[src/rtl/sap2_prog_loader.sv]
// sap2_prog_loader: 4-phase pin handshake loader writing a header-described byte stream into SAP-2 memory
module sap2_prog_loader #(
    parameter int ADDR_W      = 16,
    parameter int DATA_W      = 8,
    parameter int SYNC_STAGES = 2
) (
    input  logic              CLK,
    input  logic              RST,
    input  logic              LOAD_EN,
    input  logic              STB,
    input  logic [DATA_W-1:0] DIN,
    output logic              ACK,
    output logic [ADDR_W-1:0] MEM_ADDR,
    output logic [DATA_W-1:0] MEM_DATA,
    output logic              MEM_WE,
    output logic              CPU_HOLD,
    output logic              BUSY,
    output logic              DONE,
    output logic              ERR,
    output logic [ADDR_W-1:0] BYTES_LEFT
);
    localparam logic [2:0] IDLE = 3'd0;
    localparam logic [2:0] A_LO = 3'd1;
    localparam logic [2:0] A_HI = 3'd2;
    localparam logic [2:0] L_LO = 3'd3;
    localparam logic [2:0] L_HI = 3'd4;
    localparam logic [2:0] DATA = 3'd5;
    localparam logic [2:0] WR   = 3'd6;
    localparam logic [2:0] FIN  = 3'd7;
    logic [SYNC_STAGES-1:0] en_sync, stb_sync;
    logic [2:0]             state;
    logic [DATA_W-1:0]      len_lo;
    logic [ADDR_W-1:0]      len;
    logic                   stb_d, en_s, stb_s, cap, take;
    assign en_s  = en_sync[SYNC_STAGES-1];
    assign stb_s = stb_sync[SYNC_STAGES-1];
    assign cap   = stb_s & ~stb_d & ~ACK;
    assign take  = cap & en_s & (state inside {A_LO, A_HI, L_LO, L_HI, DATA});
    assign len   = ADDR_W'({DIN, len_lo});
    always_ff @(posedge CLK) begin
        if (RST) begin
            en_sync    <= '0;
            stb_sync   <= '0;
            stb_d      <= 1'b0;
            state      <= IDLE;
            len_lo     <= '0;
            ACK        <= 1'b0;
            MEM_ADDR   <= '0;
            MEM_DATA   <= '0;
            MEM_WE     <= 1'b0;
            CPU_HOLD   <= 1'b0;
            BUSY       <= 1'b0;
            DONE       <= 1'b0;
            ERR        <= 1'b0;
            BYTES_LEFT <= '0;
        end else begin
            en_sync  <= {en_sync[SYNC_STAGES-2:0], LOAD_EN};
            stb_sync <= {stb_sync[SYNC_STAGES-2:0], STB};
            stb_d    <= stb_s;
            MEM_WE   <= 1'b0;
            ACK      <= take | (ACK & stb_s);
            case (state)
                IDLE: if (en_s) begin
                    state    <= A_LO;
                    DONE     <= 1'b0;
                    ERR      <= 1'b0;
                    CPU_HOLD <= 1'b1;
                end
                FIN: if (!en_s) begin
                    state    <= IDLE;
                    CPU_HOLD <= 1'b0;
                end
                default: begin
                    if (state == WR) begin
                        MEM_ADDR   <= MEM_ADDR + ADDR_W'(1);
                        BYTES_LEFT <= BYTES_LEFT - ADDR_W'(1);
                    end
                    if (!en_s) begin
                        state    <= IDLE;
                        BUSY     <= 1'b0;
                        ERR      <= 1'b1;
                        CPU_HOLD <= 1'b0;
                    end else if (state == WR) begin
                        state <= (BYTES_LEFT == ADDR_W'(1)) ? FIN : DATA;
                        if (BYTES_LEFT == ADDR_W'(1)) begin
                            BUSY <= 1'b0;
                            DONE <= 1'b1;
                        end
                    end else if (take) begin
                        case (state)
                            A_LO: begin
                                MEM_ADDR <= ADDR_W'(DIN);
                                BUSY     <= 1'b1;
                                state    <= A_HI;
                            end
                            A_HI: begin
                                MEM_ADDR <= ADDR_W'({DIN, MEM_ADDR[DATA_W-1:0]});
                                state    <= L_LO;
                            end
                            L_LO: begin
                                len_lo <= DIN;
                                state  <= L_HI;
                            end
                            L_HI: begin
                                BYTES_LEFT <= len;
                                state      <= (len == '0) ? FIN : DATA;
                                if (len == '0) begin
                                    BUSY <= 1'b0;
                                    DONE <= 1'b1;
                                end
                            end
                            DATA: begin
                                MEM_DATA <= DIN;
                                MEM_WE   <= 1'b1;
                                state    <= WR;
                            end
                            default: ;
                        endcase
                    end
                end
            endcase
        end
    end
endmodule

[config.mk]
export PLATFORM = sky130hd
export DESIGN_NAME = sap2_prog_loader
export DESIGN_NICKNAME = d
export VERILOG_FILES = /design/src/rtl/sap2_prog_loader.sv
export SDC_FILE = /design/constraint.sdc
export NUM_CORES = 1
export LEC_CHECK = 0
export ABC_AREA = 1
export BUFFER_PORTS_ARGS = -buffer_cell sky130_fd_sc_hd__buf_2
export CAP_MARGIN = 20
export CORE_MARGIN = 3
export CORE_UTILIZATION = 30
export CTS_CLUSTER_DIAMETER = 30
export DETAILED_ROUTE_END_ITERATION = 10
export SYNTH_ARGS = -nofsm -noshare
export SYNTH_HDL_FRONTEND = slang
export SYNTH_SLANG_ARGS = --single-unit
[constraint.sdc]
create_clock -name CLK -period 1.5 [get_ports CLK]
set_input_delay 0.225 -clock CLK [delete_from_list [all_inputs] [get_ports CLK]]
set_output_delay 0.225 -clock CLK [all_outputs]
set_load 0.01 [all_outputs]
### Word-level counts from Yosys, hierarchy flattened

Index checks and enable logic that the tools add are counted.

| word-level totals | value |
|---|---|
| logic and storage cells | 104 |
| input port bits | 12 |
| flip-flop bits (word level) | 62 |
| output and inout port bits | 46 |

| cells by class | value |
|---|---|
| muxes and demuxes | 39 |
| equal/unequal tests | 19 |
| $add $sub $neg | 2 |
| bitwise operators | 13 |
| reduce and logical (&&, ||, !) cells | 16 |

Operator list:

| operator | count |
|---|---|
| two-way mux 16 bit | 9 |
| one-hot mux 16 bit (2 select lines) | 1 |
| two-way mux 1 bit | 17 |
| adder 16 x 1 -> 16 bit (second input constant) | 1 |
| equality test 16 x 1 -> 1 bit (second input constant) | 1 |
| zero test 16 bit | 1 |
| subtractor 16 x 1 -> 16 bit (second input constant) | 1 |
| two-way mux 3 bit | 5 |
| one-hot mux 3 bit (5 select lines) | 1 |
| AND reduction 5 bit | 3 |
| equality test 3 bit (second input constant) | 4 |
| nonzero test 3 bit | 3 |
| != test 4 x 1 -> 1 bit (second input constant) | 2 |
| != test 8 x 1 -> 1 bit (second input constant) | 1 |
| NOT 1 bit | 7 |
| equality test 3 x 2 -> 1 bit (second input constant) | 2 |
| != test 3 x 1 -> 1 bit (second input constant) | 2 |
| one-hot mux 1 bit (2 select lines) | 3 |
| one-hot mux 3 bit (2 select lines) | 1 |
| AND reduction 6 bit | 1 |
| OR reduction 6 bit | 1 |
| AND 1 bit | 5 |
| nonzero test 5 bit | 1 |
| two-way mux 2 bit | 2 |
| 12 further kinds | 14 |

### Logic depth before layout (Yosys ltp)

Gate-level depths: netlist (run 1).

| logic depth | value |
|---|---|
| word-level depth | 9 |
| depth in mapped cells | 12 |
| gate-level depth less buffers | 12 |

### Worst setup path after synthesis (run 1)

OpenSTA, ideal clock, no wires.

| timing path | value |
|---|---|
| kind | flip-flop to flip-flop |
| from | register BYTES_LEFT[0] |
| to | register BYTES_LEFT[6] |
| cell stages (with the launch flop) | 10 |
| path buffers | 0 |
| path slack | 0.010 ns |
| clock period less this slack | 1.490 ns |
| arrival time | 1.357 ns |
| data required time | 1.368 ns |
| library setup time | 0.132 ns |
| path through | dfxtp_1 inv_1 ha_1 inv_1 nor2_2 nand2_1 nor2_1 inv_1 o211ai_1 a21oi_1 |

| between the ends | value |
|---|---|
| word-level cells in the longest chain between the ends | 6 |

RTL lines:

| element | line | source |
|---|---|---|
| start: declaration | 20 | `output logic [ADDR_W-1:0] BYTES_LEFT` |
| start signal: assignment | 76 | `BYTES_LEFT <= BYTES_LEFT - ADDR_W'(1);` |
| start signal: assignment | 105 | `BYTES_LEFT <= len;` |
| subtractor 16 x 1 -> 16 bit * | 76 |  |
| two-way mux 16 bit * | 74 | `if (state == WR) begin` |
| two-way mux 16 bit | 90 | `case (state)` |
| two-way mux 16 bit | 89 | `end else if (take) begin` |
| two-way mux 16 bit | 83 | `end else if (state == WR) begin` |
| two-way mux 16 bit * | 78 | `if (!en_s) begin` |

Every way passes the cells marked *; elsewhere a longest branch is shown, timed or not.
A chain may end at the register's enable or synchronous reset.

### Final worst setup path (run 1)

| timing path | value |
|---|---|
| from | register state[0] |
| to | register MEM_ADDR[15] |

| between the ends | value |
|---|---|
| word-level cells in the longest chain between the ends | 6 |
| elaborated cells on any way between the ends | 16 |
| those cells by class | 7 x eq/ne; 5 x mux; 1 x bitwise; 3 x reduce/logical |

RTL lines:

| element | line | source |
|---|---|---|
| start: declaration | 31 | `logic [2:0] state;` |
| start signal: assignment | 84 | `state <= (BYTES_LEFT == ADDR_W'(1)) ? FIN : DATA;` |
| start signal: assignment | 106 | `state <= (len == '0) ? FIN : DATA;` |
| equality test 3 bit (tied with other cells) | 74, 83 |  |
| two-way mux 16 bit or nonzero test 5 bit (tied branches) | 74, 38 |  |
| one-hot mux 16 bit (2 select lines) or AND 1 bit (tied branches) | 90, 38 |  |
| two-way mux 16 bit | 89 |  |
| two-way mux 16 bit | 83 |  |
| two-way mux 16 bit | 78 |  |
| end signal: assignment | 75 | `MEM_ADDR <= MEM_ADDR + ADDR_W'(1);` |
| end signal: assignment | 92 | `MEM_ADDR <= ADDR_W'(DIN);` |
| end signal: assignment | 97 | `MEM_ADDR <= ADDR_W'({DIN, MEM_ADDR[DATA_W-1:0]});` |
| end: declaration | 13 | `output logic [ADDR_W-1:0] MEM_ADDR,` |

Parallel ways exist; a longest one is shown, timed or not.

==> results.txt, run 1 <==
The flow ran to the end, but the final reports show violations. The final reports fail on setup timing. The wire length after detailed routing came out at 11.5 mm. The slew at the pin with the worst max-slew slack is 0.376 ns. For this run, the total global-route usage over all layers was measured as 0.175.

The maximum clock insertion buffer count is 2. The insertion delay of the later-clocked pin in the worst-skew pair is 0.33 ns. The switching part of the total is 0.352. The share of cells above drive strength 1 came out at 0.339. The final route contains 4108 vias. Max-cap violations in this run came to 0. The total overflow left after global routing is 0. Dividing the final minimum period by the clock period gives 1.01. The post-synth design cell area is 3540 um^2. Setup repair after global routing could not meet its margin everywhere. The number of DRC markers after the initial detailed-route iteration is 247.

The power spent charging and discharging nets is 2.31 mW. The data required time at the worst endpoint is 1.76 ns. The number of antenna cells inserted came out at 0. The clock root buffer is sky130_fd_sc_hd__clkbuf_16. The clock net sink count is 62.

The final layout net count is 708. The deepest level of the CTS H-tree came out at 3. The global-route wire length before repair came out at 18.5 mm. The number of flops mapped to enable cells by yosys came out at 0. The count of final hold-check violations is 0. The per-instance average area after synthesis is 6.35 um^2. TritonCTS built the clock tree. The largest total area in the synthesized netlist belongs to sky130_fd_sc_hd__dfxtp_1.

In this run the power density over the cells is 1280 nW/um^2. The proportion of power drawn by flip-flops and latches came out at 0.310. The floorplan die height is 115 um. For this design, the slowest cell found on the critical path is sky130_fd_sc_hd__dfxtp_2. The clock transition at the register clock pins on the worst setup and hold paths after CTS is 0.06 ns. The share of synthesized registers carrying an async set or reset came out at 0. The die outline area came out at 13100 um^2. The worst setup path is captured at a flop. The top-level port count is 58. The number of warnings issued by yosys came out at 0. Along the worst path, the maximum fanout reaches 6.

Across all setup checks in the final design, the least slack found is -0.0205 ns. The internal power came out at 4.26 mW. The maximum ir drop on the vdd rail came out at 0.553 mV.

After synthesis, the cell types taking the most area are sky130_fd_sc_hd__dfxtp_1 (35%), sky130_fd_sc_hd__nand2_1 (15%), sky130_fd_sc_hd__nor2_1 (8.5%). The signal on the critical path passes through inv_2 > nand3_4 > buf_6 > nor3_4 > nand2_4 > nor2_4 > nand3_2 > nand2_2 > nand2_1 > a21oi_1. Setup violations remaining at the end of the flow were counted as 4.

For this run, the slowest stage of the critical path takes 0.32 ns. Input and output buffers added on the ports amount to 57. The share of total power dissipated in combinational logic is 0.362. The post-detailed-route DRC marker count came out at 0. Between clock sinks in the finished design, the worst skew comes to 0.00539 ns.

The synthesized net count is 574. The area growth from synthesis to layout is 44.7%. The netlist uses 32 different library cells.

The placeable core area is 11500 um^2. The top cell types in the final layout, fill and taps aside, are sky130_fd_sc_hd__nand2_1 (129), sky130_fd_sc_hd__buf_4 (74), sky130_fd_sc_hd__inv_1 (64). The clock network fraction of total power came out at 0.328. The via count of the first global-routing pass is 3966. The max-slew violation count came out at 0. The global placer's final weighted congestion is 0.889. The number of placed instances, taps included came out at 807. In this run, synthesis produced a sequential element count of 62. The top achievable clock speed came out at 0.658 GHz. The most used flip-flop cell after synthesis is sky130_fd_sc_hd__dfxtp_1. The number of vias per cell is 4.90. The arrival time of data at the critical path endpoint is 1.78 ns. The largest net degree at the start of global routing came out at 33. The post-synthesis instance total came out at 557. The die boundary width came out at 115 um.

The iteration count of the initial detailed-routing pass is 5. The area share of the leading cell type in the synthesized netlist is 0.351. The count of standard-cell rows is 39. The most frequent standard cell in the layout excluding fill and tap cells is sky130_fd_sc_hd__nand2_1. The detailed-route wire length per cell came out at 13.7 um. The share of the yosys chip area belonging to registers is 0.351. The number of antenna violations at the first check in global routing is 0. The placed wire-length estimate came out at 8.33 mm. The clock period minus final worst setup slack came out at 1.52 ns. The worst setup path is of the reg -> reg kind.

The post-route non-filler standard cell count came out at 839. The number of buffers added by the clock tree synthesis step is 9. The worst setup path is launched from a flop. In this run the worst hold path is classified as in -> reg.

The final antenna-violating net count came out at 0. The worst pin sits at a relative slew slack of 0.749. The number of fill cells in the layout came out at 1140.

The starting density of the core came out at 0.308. The leakage power is 2.46 nW. The post-route total power is 6.57 mW.
-- final timing paths --
check	from	end	slack, ns	cells after the start
min	STB	stb_sync[0]$_SDFF_PP0_	0.1	3
max	state[0]$_SDFFE_PP0P_	MEM_ADDR[15]$_SDFFE_PP0P_	-0.02	10
min reg2reg	en_sync[0]$_SDFF_PP0_	en_sync[1]$_SDFF_PP0_	0.40	2
max reg2reg	state[0]$_SDFFE_PP0P_	MEM_ADDR[15]$_SDFFE_PP0P_	-0.02	10
-- registers in the layout, indices dropped and copies added, names as in the netlist, 2 cells and up --
register,flops
BYTES_LEFT,16
MEM_ADDR,16
state,3
len_lo,8
MEM_DATA,8
en_sync,2
stb_sync,2
-- power groups by stage --
stage | sequential [mW] | combinational, mW | clock, mW
detailed placement | 2.04 | 1.96 | 0
global placement | 2.03 | 1.95 | 0
CTS | 2.01 | 2.05 | 2.18
floorplan | 2.12 | 1.07 | 0
finish | 2.03 | 2.38 | 2.16
global route | 2.05 | 2.64 | 2.26
-- worst max-delay path: cells and delay by family, from the launching register on --
| family | cells | cell delay, ns |
|---|---|---|
| simple gates | 7 | 0.77 |
| compound gates | 1 | 0.13 |
| buf+inv | 2 | 0.23 |
| flops | 1 | 0.32 |
-- Yosys cell counts, types with 2 or more instances --
cell / instances
sky130_fd_sc_hd__nand3_1: 37
sky130_fd_sc_hd__nand2_1: 139
sky130_fd_sc_hd__nand4_1: 7
sky130_fd_sc_hd__o22ai_1: 3
sky130_fd_sc_hd__inv_1: 73
sky130_fd_sc_hd__nor3_1: 7
sky130_fd_sc_hd__o31ai_1: 2
sky130_fd_sc_hd__nand2_2: 2
sky130_fd_sc_hd__a31oi_1: 6
sky130_fd_sc_hd__dfxtp_1: 62
sky130_fd_sc_hd__xor2_1: 3
sky130_fd_sc_hd__clkbuf_1: 8
sky130_fd_sc_hd__ha_1: 5
sky130_fd_sc_hd__a21oi_1: 40
sky130_fd_sc_hd__a211oi_1: 2
sky130_fd_sc_hd__nand3_2: 3
sky130_fd_sc_hd__nor2_1: 80
sky130_fd_sc_hd__o21ai_0: 43
sky130_fd_sc_hd__nor2_2: 5
sky130_fd_sc_hd__inv_2: 4
sky130_fd_sc_hd__o211ai_1: 5
sky130_fd_sc_hd__buf_2: 6
sky130_fd_sc_hd__nor2_4: 6
-- final cells by class --
class	instances	area (um^2)	area share
Multi-Input combinational cell	402	2150	0.421
Sequential cell	62	1250	0.245
Timing Repair Buffer	139	925	0.181
Inverter	77	297	0.0579
Clock buffer	11	253	0.0494
Tap cell	143	179	0.0350
Clock inverter	5	57.6	0.0112
-- stage by stage --
stage | setup WS (ns) | hold slack [ns] | util | cell area (um^2) | TNS [ns]
3_3_place_gp | -0.0295 | 0.391 | 0.385 | 4420 | -0.0709
4_1_cts | 0.000415 | 0.0941 | 0.421 | 4820 | 0
6_report | -0.0205 | 0.0968 | 0.446 | 5120 | -0.0501
5_1_grt | -0.115 | 0.133 | 0.446 | 5120 | -1.29
2_1_floorplan | 0.0104 | 0.308 | - | 3540 | 0
3_5_place_dp | -0.0696 | 0.401 | 0.385 | 4420 | -0.567
-- kinds of logic after synthesis --
| logic type | after synthesis | share of synthesized area |
|---|---|---|
| buf+inv | 93 | 0.104 |
| simple gates | 290 | 0.360 |
| compound gates | 104 | 0.160 |
| fa+ha+maj | 5 | 0.0177 |
| flops | 62 | 0.351 |
| xor+xnor | 3 | 0.00743 |
-- metal layers --
| layer | vias to the layer above | share of wire | track usage |
|---|---|---|---|
| met5 | - | 0 | 0 |
| met4 | 0 | 0.020 | 0.0697 |
| met3 | 18 | 0.053 | 0.0248 |
| met2 | 144 | 0.46 | 0.279 |
| met1 | 1867 | 0.47 | 0.236 |
| li1 | 2079 | - | - |
-- repair_timing --
item / in CTS / in global routing
setup endpoints to repair: 27 / 41
hold endpoints to repair: 0 / 0
gates cloned: 0 / 1
buffers inserted: 5 / 10
resized for setup: 21 / 78
hold buffers: 0 / 0
pin swaps: 5 / 19
No activity file was read; power rests on OpenSTA's default activity.
==> inputs of run 2 (changes only) <==
--- a/config.mk
+++ b/config.mk
@@ -5,13 +5,15 @@
 export SDC_FILE = /design/constraint.sdc
 export NUM_CORES = 1
 export LEC_CHECK = 0
-export ABC_AREA = 1
+export ABC_AREA = 0
 export BUFFER_PORTS_ARGS = -buffer_cell sky130_fd_sc_hd__buf_2
 export CAP_MARGIN = 20
 export CORE_MARGIN = 3
 export CORE_UTILIZATION = 30
 export CTS_CLUSTER_DIAMETER = 30
 export DETAILED_ROUTE_END_ITERATION = 10
+export GPL_TIMING_DRIVEN = 0
+export SLEW_MARGIN = 20
 export SYNTH_ARGS = -nofsm -noshare
 export SYNTH_HDL_FRONTEND = slang
 export SYNTH_SLANG_ARGS = --single-unit
==> results.txt, run 2 <==
The post-detailed-route DRC marker count was 0 (unchanged). The maximum ir drop on the vdd rail is 0.542 mV (-2.0%). The share of synthesized registers carrying an async set or reset came out at 0 (unchanged). On the critical path, the stage with the largest delay is an instance of sky130_fd_sc_hd__or4_4. The placeable core area is 9910 um^2 (-14%).

The leakage power was 1.83 nW (-26%). The global placer's final weighted congestion is 0.849 (-4.6%). STA classifies the critical path endpoint as a flop.

The number of antenna violations at the first check in global routing is 0 (unchanged). The area share of the leading cell type in the synthesized netlist came out at 0.399 (+0.0481). The count of final hold-check violations came out at 0 (unchanged). The final setup skew came to 0.00754 ns (+0.00214 ns). The register bit count reported by yosys is 62 (unchanged). The number of vias per cell was 5.49 (+12%). The worst setup path is of the reg -> reg kind. The number of buffers added by the clock tree synthesis step was 9 (unchanged).

The design area came out at 4830 um^2 (-5.7%). The minimum setup slack in the final design is -0.815 ns (-0.794 ns). The placement-stage cell area is 3720 um^2 (-16%).

The data required time at the worst endpoint is 1.77 ns (about the same). The die boundary width came out at 108 um (-5.9%). The count of standard-cell rows came to 36 (-7.7%).

The post-route non-filler standard cell count is 626 (-25%). The synthesized net count came to 391 (-32%). The number of antenna cells inserted is 0 (unchanged). The placed wire-length estimate is 6.94 mm (-17%). The global-route congestion overflow total was 0 (unchanged). The share of cells above drive strength 1 was 0.477 (+0.138).

The share of the clock period used by the worst path after layout came out at 1.54 (+0.529). The via count came to 3438 (-16%). The cell area power density came to 798 nW/um^2 (-38%). The slew at the pin with the worst max-slew slack came out at 0.743 ns (+0.367 ns). The top achievable clock speed is 0.432 GHz (-34%). The deepest level of the CTS H-tree is 3 (unchanged).

Compared with the post-synthesis result, the final layout area differs by 55.2%. The largest total area in the synthesized netlist belongs to sky130_fd_sc_hd__dfxtp_1. The global-route wire length before repair came out at 17.6 mm (-4.9%). The number of different library cells in the post-synthesis netlist is 55 (+72%).

In the final layout, the registers with the most flip-flops are BYTES_LEFT (16), MEM_ADDR (16). The checks that failed: setup timing. The iteration count of the initial detailed-routing pass is 5 (unchanged). The per-instance average area after synthesis is 8.32 um^2 (+31%). The tightest slew margin relative to the limit came out at 0.504 (-0.245).

The internal reg-to-reg setup slack came out at -0.81 ns (-0.79 ns). The total track usage is 0.194 (+0.0191). The post-synthesis instance total came to 374 (-33%). The detailed-route wire length per cell is 18.4 um (+34%).

The final design utilization is 0.487 (+0.0409). The starting density of the core is 0.314 (+0.00543). The arrival time of data at the critical path endpoint came out at 2.59 ns (+0.81 ns). The category of the worst setup path launch point is a flop.

By count the netlist is led by sky130_fd_sc_hd__dfxtp_1 (62), sky130_fd_sc_hd__nor2_1 (49), sky130_fd_sc_hd__nand2_1 (30). The library cell used most frequently in the layout, excluding fill and tap cells, is sky130_fd_sc_hd__buf_2. The number of placed instances, taps included is 563 (-30%).

The maximum fanout along the worst path came out at 3 (-3). The setup-violating endpoint count in the final report is 54 (+50). The die outline area is 11600 um^2 (-11%). The post-synth design cell area came to 3110 um^2 (-12%). In the layout the commonest cells are sky130_fd_sc_hd__buf_2 (56), sky130_fd_sc_hd__dfxtp_1 (42), sky130_fd_sc_hd__nor2_1 (39).

Sorting the synthesized cells by area gives the leading types as sky130_fd_sc_hd__dfxtp_1 (40%), sky130_fd_sc_hd__mux2i_1 (6.1%), sky130_fd_sc_hd__nor2_1 (5.9%). The wire length after detailed routing came to 11.5 mm (about the same). The reported max-cap violation count is 0 (unchanged). The largest net degree at the start of global routing is 12 (-64%).

The number of flops mapped to enable cells by yosys came to 0 (unchanged). The cell occurring most often along the worst timing path is sky130_fd_sc_hd__or4_4. The number of fill cells in the layout is 933 (-18%). The insertion delay of the later-clocked pin in the worst-skew pair came out at 0.35 ns (+0.02 ns). The floorplan die height came out at 108 um (-5.9%). The cell with the most instances after synthesis is sky130_fd_sc_hd__dfxtp_1.

The final total negative setup slack came out at -13.35 ns (-13.30 ns). The clock transition at the register clock pins on the worst setup and hold paths after CTS is 0.07 ns (about the same). The largest stage delay on the critical path is 0.54 ns (+0.22 ns). The number of warnings issued by yosys is 0 (unchanged). The maximum clock insertion buffer count is 2 (unchanged). The top-level port count was 58 (unchanged). The via count of the first global-routing pass was 3344 (-16%). For this run, the leading register cell type out of synthesis is sky130_fd_sc_hd__dfxtp_1. The critical path goes through or4_4 > or4_4 > or3_4 > or4_4 > a31oi_1. The run finished, with violations left.

The tightest min-delay check is of the in -> reg type. Setup repair after global routing could not meet its margin everywhere. The number of DRC markers after the initial detailed-route iteration came to 309 (+25%). The share of the yosys chip area belonging to registers is 0.399 (+0.0481). The clock net sink count came out at 62 (unchanged). TritonCTS built the clock tree.

The final layout net count is 505 (-29%). The final antenna-violating net count came out at 0 (unchanged). The tree is rooted in a sky130_fd_sc_hd__clkbuf_8. The number of port buffers came out at 56 (-1.8%). The max-slew violation count is 0 (unchanged). The clock period minus final worst setup slack is 2.31 ns (+0.794 ns).
-- run 2: cell count changes after synthesis, sizes merged, moves of 9 or more --
cell,change
nand2,-111
inv,-69
nor2,-42
o21ai,-27
nand3,-26
a21oi,-19
mux2i,+19
clkbuf,+13
nor2b,+9
-- run 2: worst max-delay path, delay by kind of cell, from the launching register on --
kind / cells / cell delay [ns]
AOI/OAI and AO/OA: 1 / 0.13
and+or+nand+nor: 4 / 1.76
DFF: 1 / 0.35
-- run 2: kinds of logic (layout without fill, tap and decap cells) --
logic type | count (synthesis) | count (layout) | share of synthesized area
AO/OA/AOI/OAI | 76 | 76 | 0.160
XOR/XNOR | 13 | 13 | 0.0366
adder cells (fa/ha/maj) | 5 | 5 | 0.0201
buffers and inverters | 32 | 151 | 0.0398
flip-flops | 62 | 62 | 0.399
multiplexers | 22 | 22 | 0.0720
AND/OR/NAND/NOR | 164 | 164 | 0.273
-- run 2: layer usage --
layer  wire length [um]  GRT usage
met2               5620      0.314
met4                204     0.0640
met1               4900      0.251
met3                771     0.0480
met5                  0          0
-- run 2: cell type report --
cell class,count,area (um^2),share of cell area
multi-input combinational,280,2200,0.456
sequential,62,1280,0.266
timing repair buffer,111,797,0.165
clock buffer,12,176,0.0365
tap,133,166,0.0345
buffer,16,119,0.0246
clock inverter,4,51.3,0.0106
inverter,8,33.8,0.00700
-- run 2: where the power goes --
group	switching, mW	internal [mW]
Sequential	0.0262	1.66
Combinational	0.270	0.234
Clock	0.698	0.959
-- run 2: path summary, 6_finish.rpt --
kind | startpoint | cells after the start | endpoint
worst max-delay path | BYTES_LEFT[5]$_SDFFE_PP0P_ | 5 | BYTES_LEFT[15]$_SDFFE_PP0P_
worst min-delay path | LOAD_EN | 2 | en_sync[0]$_SDFF_PP0_
worst max register to register | BYTES_LEFT[5]$_SDFFE_PP0P_ | 5 | BYTES_LEFT[15]$_SDFFE_PP0P_
worst min register to register | stb_sync[0]$_SDFF_PP0_ | 1 | stb_sync[1]$_SDFF_PP0_
-- run 2: through the flow --
stage	worst slack (ns)	total power, mW	hold WS, ns
floorplan	-0.872	1.94	0.334
global placement	-0.944	2.05	0.427
detailed placement	-0.941	2.05	0.431
CTS	-0.889	3.80	0.0874
global route	-0.879	3.98	0.103
finish	-0.815	3.85	0.0956
-- run 2: timing repair --
action                                  in CTS  in global routing
cloned                                       2                  0
setup buffers                               40                 15
endpoints found under the setup margin      55                 57
resized for setup                           88                 57
hold buffers                                 0                  0
pin swaps                                   37                 28
